### src/rtl/pong_game_ctrl.sv
// Pong game sequencer: game-state FSM, balls-remaining counter, inter-ball delay timer.
// Optional build macro BONUS_BALL_EN: a hit while dig0 == 9 awards an extra ball.
module pong_game_ctrl #(
  parameter int NUM_BALLS   = 3,
  parameter int BALL_W      = 2,
  parameter int TIMER_TICKS = 120,
  parameter int TIMER_W     = 7
) (
  input  logic              clk,
  input  logic              reset,
  input  logic [1:0]        btn,
  input  logic              refr_tick,
  input  logic              hit,
  input  logic              miss,
  input  logic [3:0]        dig0,
  output logic              d_inc,
  output logic              d_clr,
  output logic              graph_still,
  output logic              ball_reload,
  output logic [BALL_W-1:0] balls_left,
  output logic [1:0]        game_state
);

  typedef enum logic [1:0] {
    NEWGAME = 2'b00,
    PLAY    = 2'b01,
    NEWBALL = 2'b10,
    OVER    = 2'b11
  } state_t;

  localparam logic [BALL_W-1:0]  NB = BALL_W'(NUM_BALLS);
  localparam logic [TIMER_W-1:0] TT = TIMER_W'(TIMER_TICKS);

  state_t             state;
  logic [TIMER_W-1:0] timer;
  logic [BALL_W-1:0]  bl_after_miss;
  logic [BALL_W-1:0]  bl_play;
  logic               pressed;

  assign pressed    = (btn != 2'b00);
  assign game_state = state;

  // Ball count for the next PLAY cycle; the miss decision always sees the pre-bonus value.
  always_comb begin
    bl_after_miss = (miss && balls_left != '0) ? balls_left - BALL_W'(1) : balls_left;
    bl_play       = bl_after_miss;
`ifdef BONUS_BALL_EN
    if (hit && dig0 == 4'd9 && bl_after_miss < NB)
      bl_play = bl_after_miss + BALL_W'(1);
`endif
  end

`ifndef BONUS_BALL_EN
  logic unused_dig0;
  assign unused_dig0 = ^dig0;
`endif

  always_ff @(posedge clk or posedge reset) begin
    if (reset) begin
      state       <= NEWGAME;
      balls_left  <= NB;
      timer       <= '0;
      d_inc       <= 1'b0;
      d_clr       <= 1'b0;
      ball_reload <= 1'b0;
      graph_still <= 1'b1;
    end else begin
      d_inc       <= 1'b0;
      d_clr       <= 1'b0;
      ball_reload <= 1'b0;
      if ((state == NEWBALL || state == OVER) && refr_tick && timer != '0)
        timer <= timer - TIMER_W'(1);
      case (state)
        NEWGAME: begin
          if (pressed) begin
            state       <= PLAY;
            d_clr       <= 1'b1;
            ball_reload <= 1'b1;
            balls_left  <= NB - BALL_W'(1);
            graph_still <= 1'b0;
          end
        end
        PLAY: begin
          if (hit) d_inc <= 1'b1;
          if (miss) begin
            timer       <= TT;
            graph_still <= 1'b1;
            state       <= (balls_left == '0) ? OVER : NEWBALL;
          end
          // On the transition to OVER any bonus is dropped (count stays 0).
          if (!(miss && balls_left == '0))
            balls_left <= bl_play;
        end
        NEWBALL: begin
          if (timer == '0 && pressed) begin
            state       <= PLAY;
            ball_reload <= 1'b1;
            graph_still <= 1'b0;
          end
        end
        default: begin
          if (timer == '0) begin
            state      <= NEWGAME;
            balls_left <= NB;
          end
        end
      endcase
    end
  end

endmodule

### config.mk
export PLATFORM = sky130hd
export DESIGN_NAME = pong_game_ctrl
export DESIGN_NICKNAME = d
export VERILOG_FILES = /design/src/rtl/pong_game_ctrl.sv
export SDC_FILE = /design/constraint.sdc
export NUM_CORES = 1
export LEC_CHECK = 0
export ABC_AREA = 1
export BUFFER_PORTS_ARGS = -buffer_cell sky130_fd_sc_hd__buf_4
export CORE_MARGIN = 5
export CORE_UTILIZATION = 45
export DETAILED_ROUTE_END_ITERATION = 16
export PLACE_DENSITY_LB_ADDON = 0.2
export REMOVE_ABC_BUFFERS = 1
export SYNTH_ARGS = -nofsm -noshare
export SYNTH_HDL_FRONTEND = slang
export SYNTH_SLANG_ARGS = --single-unit
export TNS_END_PERCENT = 5
### constraint.sdc
create_clock -name clk -period 1.6 [get_ports clk]
set_clock_uncertainty 0.05 [all_clocks]
set_input_delay 0.4 -clock clk [delete_from_list [all_inputs] [get_ports clk]]
set_output_delay 0.4 -clock clk [all_outputs]
set_load 0.1 [all_outputs]
==> run metrics <==
outcome finished, final reports clean; clock latency at the later pin of the worst-skew pair 0.28 ns; Initial Utilization 47.2%; r2r startpoint balls_left[0]; Setup Fix Bufs, Post-CTS 0; first-pass GRT wire length 3210 microns; type of the worst setup path reg -> out; DIE AREA 3090 sq um; reg2reg end balls_left[1]; via count 843; syn avg cell area 7.31 sq um; Max Freq 0.654 GHz; endpoint class of the critical path primary output; post-synthesis sequential area ratio 40.5%; largest net degree at the start of global routing 16; most common cell after layout, fill and taps aside nand2_1; CP max-delay cell dfrtp_1; Final Hold Viols 0; area share of the largest cell type after synthesis 32.1%; yosys warns 0; Worst slew margin 80.3%; routed len/inst 10.6 microns; vias in the first global route 726; ordered list of cells on the worst path buf_6; Die W 55.6 microns; clk sinks 15; total CTS buffers 3; Yosys cell types 22; crit path DAT 1.08 ns; Slew @ Worst Pin 0.296 ns; routability cong. 0.849; commonest cells after routing, fill and taps aside nand2_1, inv_1, nor2_1, nand3_1; global route total overflow 0; utilization after layout 56.8%; HP Class in -> async; drc violations 0; Yosys top cell by area dfrtp_1; Reg2Reg Setup Slack 0.18 ns; Cell Rows 16; MaxCap Viol Count 0; R2R depth 8; Clock Path Buffers 2; CP max FO 9; DRT Pass-1 Iters 4; final non-filler cell area 1120 sq um; top cells by area, synth dfrtp_1, nand2_1, dfstp_2, inv_1, nand3_1; max-slew violation count 0; Starting DRT DRC Count 26; Die Ht 55.6 microns; synthesized flop and latch total 15; Final #Nets 161; WP data required 1.15 ns; CTS tree built; initial antenna violation count 0; Hold Buf Count CTS 0; # diodes 0; GRT Total Usage 12.9%; core area 1980 sq um; IO Pins 19; layout cells sized above 1 22.6%; Clock Pin Slew Worst Setup and Hold Paths 0.09 ns; CP top delay family flip-flops; area of the mapped netlist 936 sq um; period utilization 95.5%; final non-filler cell total 173; vias per cell 4.87; detailed placement HPWL 1440 microns; ANT nets after route 0; Placed Cells 169; Placed Instance Area 1080 sq um; Worst Path Buf+Inv 1; drt total wl 1830 microns; Crit path largest cell delay 0.52 ns; final setup violation count 0; Setup crit start kind register; Syn-to-layout area delta 20.2%; count of input and output buffers 14; root buf cell clkbuf_4; Cells after Synth 128; CTS H-tree lvls 1; Final min period 1.53 ns
## cells in the mapped netlist, drive strengths merged
cell type,count
nor2,16
nand3,14
buf,2
and3,1
a21oi,4
nand3b,2
o21ai,2
nor3,1
o211ai,2
dfrtp,12
ha,3
dfstp,3
inv,21
nand4,3
nand2,42
## logic make-up after synthesis
group                    count (synthesis)  synth area share, %
AO/OA/AOI/OAI                            8                 4.81
AND/OR/NAND/NOR                         79                 40.6
adder cells (fa/ha/maj)                  3                 4.01
flip-flops                              15                 40.5
buffers and inverters                   23                 10.0
## cell type report
cell class                 count  area (sq um)
fill                         189           857
multi-input combinational     90           463
sequential                    15           380
timing repair buffer          16           139
inverter                      21          81.3
tap                           27          33.8
clock buffer                   3          22.5
clock inverter                 1          5.00
## per-stage QoR
stage / setup WS, ns / hold slack (ns) / TNS [ns]
3_5_place_dp: 0.200 / 0.377 / 0
2_1_floorplan: -0.216 / 0.249 / -1.54
4_1_cts: 0.00266 / 0.0597 / 0
6_report: 0.0715 / 0.0571 / 0
5_1_grt: -0.000140 / 0.0730 / -0.000140
3_3_place_gp: 0.217 / 0.376 / 0
## worst max-delay path by stage
stage,cells past startpoint,start,to
2_1_floorplan,7,game_state[1],balls_left[0]
3_3_place_gp,9,timer[1],timer[3]
3_5_place_dp,9,timer[1],timer[3]
4_1_cts,1,balls_left[0],balls_left[0]
5_1_grt,1,game_state[1],game_state[1]
6_report,1,game_state[1],game_state[1]
## routing by layer
metal | track usage [%] | vias up | part of all wire [%]
li1 | - | 438 | -
met1 | 17.3 | 386 | 46
met2 | 19.6 | 17 | 49
met3 | 5.34 | 2 | 4.2
met4 | 2.08 | 0 | 0.55
met5 | 0 | - | 0
## registers in the layout, summed over array words and instances, names as in the netlist
register     count
graph_still      1
ball_reload      1
game_state       2
timer            7
d_clr            1
d_inc            1
balls_left       2
## repair_timing
item / CTS / global route
endpoints found under the hold margin: 0 / 0
resized for setup: 2 / 4
endpoints found under the setup margin: 1 / 4
## worst min-delay path: cells and delay by family
family / cells / cell delay, ns
buf+inv: 3 / 0.37
Power is left out: the tool's default activity adds up to more than one toggle a clock period on the data nets, which glitch-free logic cannot reach.
